<file path="src/rtl/seq_divider_if.sv">
// Start/done handshake bundle for the sequential divider.
// The master drives operands and start; the slave returns status and results.
interface seq_divider_if #(
  parameter int unsigned N = 8
);
  logic         start;
  logic         signed_mode;
  logic [N-1:0] dividend;
  logic [N-1:0] divisor;
  logic         busy;
  logic         done;
  logic [N-1:0] quotient;
  logic [N-1:0] remainder;

  modport master (
    output start, signed_mode, dividend, divisor,
    input  busy, done, quotient, remainder
  );

  modport slave (
    input  start, signed_mode, dividend, divisor,
    output busy, done, quotient, remainder
  );
endinterface

</file>
<file path="src/rtl/seq_divider.sv">
// Iterative radix-2 restoring divider, signed or unsigned, N+1 cycle latency.
// Magnitudes are divided in CALC; signs and special cases are applied in FIX.
module seq_divider #(
  parameter int unsigned N = 8
) (
  input logic         clk,
  input logic         reset,
  seq_divider_if.slave bus
);
  localparam int unsigned CW = (N > 1) ? $clog2(N) : 1;

  typedef enum logic [1:0] {StIdle, StCalc, StFix} state_e;

  state_e         state_q, state_d;
  logic [CW-1:0]  cnt_q, cnt_d;
  logic [N-1:0]   rem_q, rem_d;
  logic [N-1:0]   work_q, work_d;
  logic [N-1:0]   dmag_q, dmag_d;
  logic [N-1:0]   dividend_q, dividend_d;
  logic           qneg_q, qneg_d;
  logic           rneg_q, rneg_d;
  logic           div_zero_q, div_zero_d;
  logic           ovf_q, ovf_d;
  logic [N-1:0]   quotient_q, quotient_d;
  logic [N-1:0]   remainder_q, remainder_d;
  logic           done_q, done_d;

  logic           dvd_neg, dvs_neg;
  logic [N-1:0]   dvd_mag, dvs_mag;
  logic [N:0]     shifted, trial;
  logic [N-1:0]   q_norm, r_norm;

  assign dvd_neg = bus.signed_mode & bus.dividend[N-1];
  assign dvs_neg = bus.signed_mode & bus.divisor[N-1];
  // -2^(N-1) negates to itself, which is the correct unsigned magnitude.
  assign dvd_mag = dvd_neg ? (~bus.dividend + 1'b1) : bus.dividend;
  assign dvs_mag = dvs_neg ? (~bus.divisor + 1'b1) : bus.divisor;

  assign shifted = {rem_q, work_q[N-1]};
  assign trial   = shifted - {1'b0, dmag_q};

  assign q_norm = qneg_q ? (~work_q + 1'b1) : work_q;
  assign r_norm = rneg_q ? (~rem_q + 1'b1) : rem_q;

  always_comb begin
    state_d     = state_q;
    cnt_d       = cnt_q;
    rem_d       = rem_q;
    work_d      = work_q;
    dmag_d      = dmag_q;
    dividend_d  = dividend_q;
    qneg_d      = qneg_q;
    rneg_d      = rneg_q;
    div_zero_d  = div_zero_q;
    ovf_d       = ovf_q;
    quotient_d  = quotient_q;
    remainder_d = remainder_q;
    done_d      = 1'b0;

    unique case (state_q)
      StIdle: begin
        if (bus.start) begin
          state_d    = StCalc;
          cnt_d      = '0;
          rem_d      = '0;
          work_d     = dvd_mag;
          dmag_d     = dvs_mag;
          dividend_d = bus.dividend;
          qneg_d     = dvd_neg ^ dvs_neg;
          rneg_d     = dvd_neg;
          div_zero_d = (bus.divisor == '0);
          ovf_d      = bus.signed_mode && (bus.dividend == {1'b1, {(N-1){1'b0}}}) &&
                       (bus.divisor == '1);
        end
      end
      StCalc: begin
        if (!trial[N]) begin
          rem_d  = trial[N-1:0];
          work_d = {work_q[N-2:0], 1'b1};
        end else begin
          rem_d  = shifted[N-1:0];
          work_d = {work_q[N-2:0], 1'b0};
        end
        cnt_d = cnt_q + 1'b1;
        if (cnt_q == CW'(N - 1)) begin
          state_d = StFix;
        end
      end
      StFix: begin
        if (div_zero_q) begin
          quotient_d  = '1;
          remainder_d = dividend_q;
        end else if (ovf_q) begin
          quotient_d  = dividend_q;
          remainder_d = '0;
        end else begin
          quotient_d  = q_norm;
          remainder_d = r_norm;
        end
        done_d  = 1'b1;
        cnt_d   = '0;
        state_d = StIdle;
      end
      default: begin
        state_d = StIdle;
      end
    endcase
  end

  always_ff @(posedge clk) begin
    if (reset) begin
      state_q     <= StIdle;
      cnt_q       <= '0;
      rem_q       <= '0;
      work_q      <= '0;
      dmag_q      <= '0;
      dividend_q  <= '0;
      qneg_q      <= 1'b0;
      rneg_q      <= 1'b0;
      div_zero_q  <= 1'b0;
      ovf_q       <= 1'b0;
      quotient_q  <= '0;
      remainder_q <= '0;
      done_q      <= 1'b0;
    end else begin
      state_q     <= state_d;
      cnt_q       <= cnt_d;
      rem_q       <= rem_d;
      work_q      <= work_d;
      dmag_q      <= dmag_d;
      dividend_q  <= dividend_d;
      qneg_q      <= qneg_d;
      rneg_q      <= rneg_d;
      div_zero_q  <= div_zero_d;
      ovf_q       <= ovf_d;
      quotient_q  <= quotient_d;
      remainder_q <= remainder_d;
      done_q      <= done_d;
    end
  end

  assign bus.busy      = (state_q != StIdle);
  assign bus.done      = done_q;
  assign bus.quotient  = quotient_q;
  assign bus.remainder = remainder_q;
endmodule

</file>
<file path="src/flat_wrapper.sv">
// flat-port wrapper written by rule: the top's interface ports become plain ports
module seq_divider_flat 
#(
  parameter int unsigned N = 8
)
  (clk, reset, bus_start, bus_signed_mode, bus_dividend, bus_divisor, bus_busy, bus_done, bus_quotient, bus_remainder);
  seq_divider_if #(.N(N)) bus_i ();
  input logic clk;
  input logic reset;
  input wire logic [$bits(bus_i.start)-1:0] bus_start;
  input wire logic [$bits(bus_i.signed_mode)-1:0] bus_signed_mode;
  input wire logic [$bits(bus_i.dividend)-1:0] bus_dividend;
  input wire logic [$bits(bus_i.divisor)-1:0] bus_divisor;
  output wire logic [$bits(bus_i.busy)-1:0] bus_busy;
  output wire logic [$bits(bus_i.done)-1:0] bus_done;
  output wire logic [$bits(bus_i.quotient)-1:0] bus_quotient;
  output wire logic [$bits(bus_i.remainder)-1:0] bus_remainder;
  assign bus_i.start = bus_start;
  assign bus_i.signed_mode = bus_signed_mode;
  assign bus_i.dividend = bus_dividend;
  assign bus_i.divisor = bus_divisor;
  assign bus_busy = bus_i.busy;
  assign bus_done = bus_i.done;
  assign bus_quotient = bus_i.quotient;
  assign bus_remainder = bus_i.remainder;
  seq_divider #(.N(N)) u_core (.clk(clk), .reset(reset), .bus(bus_i));
endmodule
</file>
<file path="config.mk">
export PLATFORM = sky130hd
export DESIGN_NAME = seq_divider_flat
export DESIGN_NICKNAME = d
export VERILOG_FILES = /design/src/rtl/seq_divider_if.sv /design/src/rtl/seq_divider.sv /design/src/flat_wrapper.sv
export SDC_FILE = /design/constraint.sdc
export NUM_CORES = 1
export LEC_CHECK = 0
export ABC_AREA = 1
export CAP_MARGIN = 30
export CELL_PAD_IN_SITES_DETAIL_PLACEMENT = 2
export CELL_PAD_IN_SITES_GLOBAL_PLACEMENT = 2
export CORE_MARGIN = 2
export CORE_UTILIZATION = 30
export CTS_BUF_LIST = sky130_fd_sc_hd__clkbuf_8
export DETAILED_ROUTE_END_ITERATION = 12
export PLACE_DENSITY = 0.81
export SLEW_MARGIN = 20
export SYNTH_ARGS = -nofsm -noshare
export SYNTH_HDL_FRONTEND = slang
export SYNTH_SLANG_ARGS = --single-unit
</file>
<file path="constraint.sdc">
create_clock -name clk -period 2 [get_ports clk]
set_input_delay 0.4 -clock clk [delete_from_list [all_inputs] [get_ports clk]]
set_output_delay 0.4 -clock clk [all_outputs]
set_load 0.005 [all_outputs]
</file>
[Yosys cells after proc, flatten, opt, wreduce, memory -nomap -nowiden]
Cells that the tools add are included.
Storage, ports and cells
  register bits after elaboration: 58
  bits of input ports: 20
  output and inout bits: 18
  logic and storage cells: 64
Operators by class
  $add $sub $neg: 6
  equal/unequal tests: 7
  mux-type cells: 20
  bitwise operators: 7
  reduce and logical (&&, ||, !) cells: 11
Operator list (number)
  $mux 8: 11
  $add 8x1->8 const B: 4
  $not 8->8: 4
  $pmux 8 s2: 2
  $eq 8x8->1 const B: 2
  $pmux 3 s3: 1
  $sub 9x8->9: 1
  $logic_not 8->1: 1
  $reduce_and 2->1: 4
  $mux 2: 2
  $pmux 2 s2: 1
  $reduce_bool 2->1: 2
  $add 3x1->3 const B: 1
  $eq 3x3->1 const B: 1
  $mux 3: 1
  $reduce_bool 3->1: 1
  $and 1x1->1: 2
  $eq 2x1->1 const B: 1
  $eq 2x2->1 const B: 1
  $logic_and 1x1->1: 2
  $logic_not 2->1: 1
  $mux 1: 2
  $ne 2x1->1 const B: 1
  $ne 2x2->1 const B: 1
  $xor 1x1->1: 1

[Longest topological paths before layout]
  word-level depth: 5
  gate-level depth with buffers: 14
  depth with buffers taken out: 14

[Worst setup path before layout]
No wires, ideal clock.
  kind: register to register
  start: register u_core.work_q[7]
  end: register u_core.rem_q[3]
  setup time: 122 ps
  data arrival time: 1742 ps
  required time: 1878 ps
  path slack: 136 ps
  cell stages (with the launch flop): 13
  buffers on the path: 1
  period minus slack after synthesis: 1864 ps
  path through: dfxtp_1 > inv_1 > ha_1 > fa_1 > inv_1 > nand2_1 > nand2_2 > nand3_2 > nand3_2 > nand2_4 > buf_12 > nor2_1 > o22ai_2
Between the ends
  word-level cells in the longest chain between the ends: 3
Ends and longest elaborated chain
  start, declared: line seq_divider.sv:17  | logic [N-1:0] work_q, work_d;
  start signal, assigned: line seq_divider.sv:129  | work_q <= work_d;
  $sub 9x8->9: line seq_divider.sv:40  | assign trial = shifted - {1'b0, dmag_q};
  $mux 8: line seq_divider.sv:77  | if (!trial[N]) begin
  $pmux 8 s2: line seq_divider.sv:60  | unique case (state_q)
  end signal, assigned: line seq_divider.sv:128  | rem_q <= rem_d;
  end, declared: line seq_divider.sv:16  | logic [N-1:0] rem_q, rem_d;
No other way between the ends.
A chain may end at the register's enable or synchronous reset.

[Worst setup path after layout]
  start: register u_core.rem_q[0]
  end: register u_core.rem_q[4]
Between the ends
  word-level cells in the longest chain between the ends: 3
Ends and longest elaborated chain (line)
  $sub 9x8->9: seq_divider.sv:40
  $mux 8: seq_divider.sv:77
  $pmux 8 s2: seq_divider.sv:60
No other way between the ends.

==> run_results.csv <==
group,metric,value,unit
placed_design,place_ws,-68.2,ps
critical_path,crit_required,2240,ps
power,p_comb_share,39.3,%
synth,yosys.area.top_type,"dfxtp_1",
grt,antenna_found_initial,0,
grt,track_usage,22.6,%
critical_path,crit_type,"flop to flop",
layout,fin_nets,582,
grt,grt.met1_usage,27.5,%
synth,synth_top_area_share,33.8,%
clocking,clockRootBuffer,"clkbuf_8",
synth,synth.most_common_cell,"nand2_1",
clocking,cts_buffers,9,
layout,synthToLayoutAreaGrowth,28.3,%
placed_design,hpwl,9530,um
min_path,min_from,"u_core.dmag_q[3]",
synth,synthFlopType,"dfxtp_1",
sta,final.min_clock_period,1950,ps
placed_design,io_buffers,37,
synth,synth_fa_ha_area_share,6.05,%
critical_path,timing.rr.start,"u_core.rem_q[0]",
sta,timing.fmax,513,MHz
grt,grtUsageMet3,3.66,%
min_path,min_path_cells,2,
routing,viasPerCell,5.44,
power,power.density,1040,nW/um2
clocking,cts_tree,"done",
synth,async_flop_share,0,%
critical_path,r2r_end,"u_core.rem_q[4]",
synth,syn_nets,531,
sta,fin_worst_skew,14.3,ps
power,p_total,4.58,mW
power,p_clk_share,31.2,%
routing,initialDrtViolationCount,204,
layout,antenna_cells,0,
routing,drt_wl_total,14000,um
die,die_height,111,um
synth,synth_edf_count,0,
die,die_area,12300,um2
power,seq_power_share,29.5,%
synth,postSynthAreaPerCell,6.93,um2
min_path,holdPathEnd,"u_core.dmag_q[3]",
routing,post_drt_wl_per_cell,20.2,um
critical_path,regToRegSetupSlack,50,ps
grt,grt_first_pass_wirelength,22200,um
grt,grt-ovfl-total,0,
grt,first_global_vias,4123,
synth,synthMuxAreaShare,0,%
power,sw_frac_of_total,41.1,%
placed_design,gp_congestion,0.830,
synth,synthCells,495,
sta,layout_worst_path_cycle_share,97.4,%
critical_path,end_kind,"flop",
die,fp.dieW,111,um
synth,ys.warnings.count,0,
sta,drv_slew,0,
flow_run,drv_cap,0,
clocking,ctsHtreeMaxLevel,3,
die,fp-row-count,39,
sta,slew_headroom,60.8,%
synth,synthTopCellsByCount,"107 x nand2_1, 62 x inv_1, 58 x dfxtp_1",
synth,synthesis.area,3430,um2
critical_path,worstPathArrival,2190,ps
die,start_util,30.4,%
clocking,clock_latency,370,ps
grt,grt_busiest_layer,"met2",
synth,yosys_register_bits,58,
grt,gr-usage-met2,40.9,%
clocking,clock_tree.buffer_depth,2,
critical_path,start_kind,"flop",
sta,fin_ws,52.2,ps
power,internal_power,2.70,mW
critical_path,worstRegToRegCells,12,
die,io_pins,38,
sta,hold_viol,0,
routing,drt_pass1_iterations,4,
power,vdd_ir_drop_max,0.299,mV
routing,drc_errors,0,
routing,ant_nets,0,
synth,synth_top_family_by_area,"simple AND/OR/NAND/NOR gates",
synth,synth_compound_area_share,19.6,%
status,run_status,"complete, no violations",
min_path,holdCritPathClass,"flop to flop",
synth,ys_seq_area_share,33.8,%
synth,synthXorXnorAreaFrac,2.30,%
sta,worst_pin_slew,586,ps
synth,synthSimpleGateAreaFrac,28.1,%
critical_path,crit_path_max_fanout,7,
grt,grt_max_degree,26,
power,p_switching,1.88,mW
power,cellLeakagePower,1.89,nW
layout,layout-drive-gt1-share,13.6,%
clocking,cts.sinks,58,
clocking,cts.clk_slew.worst_paths,80,ps
synth,synth.distinct_cells,41,
sta,setup_viol_count_final,0,
routing,vias,3773,
die,coreArea,11300,um2
synth,synthTopCellsByArea,"dfxtp_1 34%, nand2_1 12%, inv_1 6.8%",
-- cell families after synthesis --
kind of cell             Yosys count
AO/OA/AOI/OAI                    115
AND/OR/NAND/NOR                  211
buffers and inverters             86
adder cells (fa/ha/maj)           16
XOR/XNOR                           9
flip-flops                        58
-- placed cells by master (no fill, tap or decap), types with 9 or more instances in the layout --
cell type,synthesis,layout
nand3_1,41,41
inv_2,6,9
clkdlybuf4s50_1,0,37
inv_1,62,59
nor2_1,28,28
nand2_1,107,106
buf_4,0,17
clkbuf_8,0,9
dfxtp_1,58,56
a21oi_1,43,43
a31oi_1,12,12
ha_1,15,13
o21ai_0,40,39
-- through the flow --
step	cells	TNS, ps	util (%)	instance area, um2	hold slack [ps]
finish	694	0	39.1	4400	513
global route	694	-29.2	39.1	4400	537
CTS	693	0	38.5	4330	519
detailed placement	676	-202	35.8	4040	487
global placement	676	0	35.8	4040	480
floorplan	495	0	-	3430	455
-- what timing repair did --
| action | in CTS | in global routing |
|---|---|---|
| hold buffers | 0 | 0 |
| setup endpoints to repair | 9 | 9 |
| cloned | 1 | 0 |
| setup buffers | 0 | 1 |
| endpoints found under the hold margin | 0 | 0 |
| gates resized for setup | 9 | 11 |
| pin swaps | 4 | 7 |
-- worst max-delay path, stage by stage, from the launching register on --
cell      delay, ps
dfxtp_1         370
inv_1           130
fa_2            410
inv_2            90
nand2_2          90
nand2_4         100
nand3_4         100
nand2_4         110
nand2_8          80
nand2_8         110
nand2_2          80
o211ai_4         80
nand2_1          90
-- final cells by class --
type | instances | area, um2
fillers | 1317 | 6870
multi-input cells | 352 | 2030
flip-flops and latches | 58 | 1160
repair buffers | 55 | 518
inverters | 70 | 263
well taps | 143 | 179
clock inverters | 7 | 125
clock buffers | 9 | 124
-- registers in the layout, summed over array words and instances (netlist names) --
signal	count
u_core.bus.remainder	8
u_core.state_q	2
u_core.div_zero_q	1
u_core.dividend_q	8
u_core.dmag_q	8
u_core.rem_q	8
u_core.bus.done	1
u_core.bus.quotient	8
u_core.cnt_q	3
u_core.work_q	8
u_core.ovf_q	1
u_core.rneg_q	1
u_core.qneg_q	1
-- metal layers --
metal,share of wire (%),vias up
li1,-,1756
met1,43,1894
met2,51,93
met3,3.8,30
met4,2.6,0
met5,0,-
-- power groups by stage --
stage	combinational [mW]	sequential (mW)	clock (mW)
global placement	1.40	1.36	0
CTS	1.70	1.34	1.42
finish	1.80	1.35	1.43
floorplan	1.16	1.32	0
detailed placement	1.50	1.36	0
global route	2.00	1.36	1.50
-- worst max-delay path by stage --
stage	from	to	depth (start not counted)
2_1_floorplan	u_core.work_q[7]	u_core.rem_q[3]	12
3_3_place_gp	bus_dividend[0]	u_core.work_q[6]	11
3_5_place_dp	bus_dividend[0]	u_core.work_q[6]	11
4_1_cts	u_core.work_q[7]	u_core.rem_q[6]	14
5_1_grt	u_core.rem_q[0]	u_core.rem_q[6]	12
6_report	u_core.rem_q[0]	u_core.rem_q[4]	12
(Power assumes the default switching activity.)
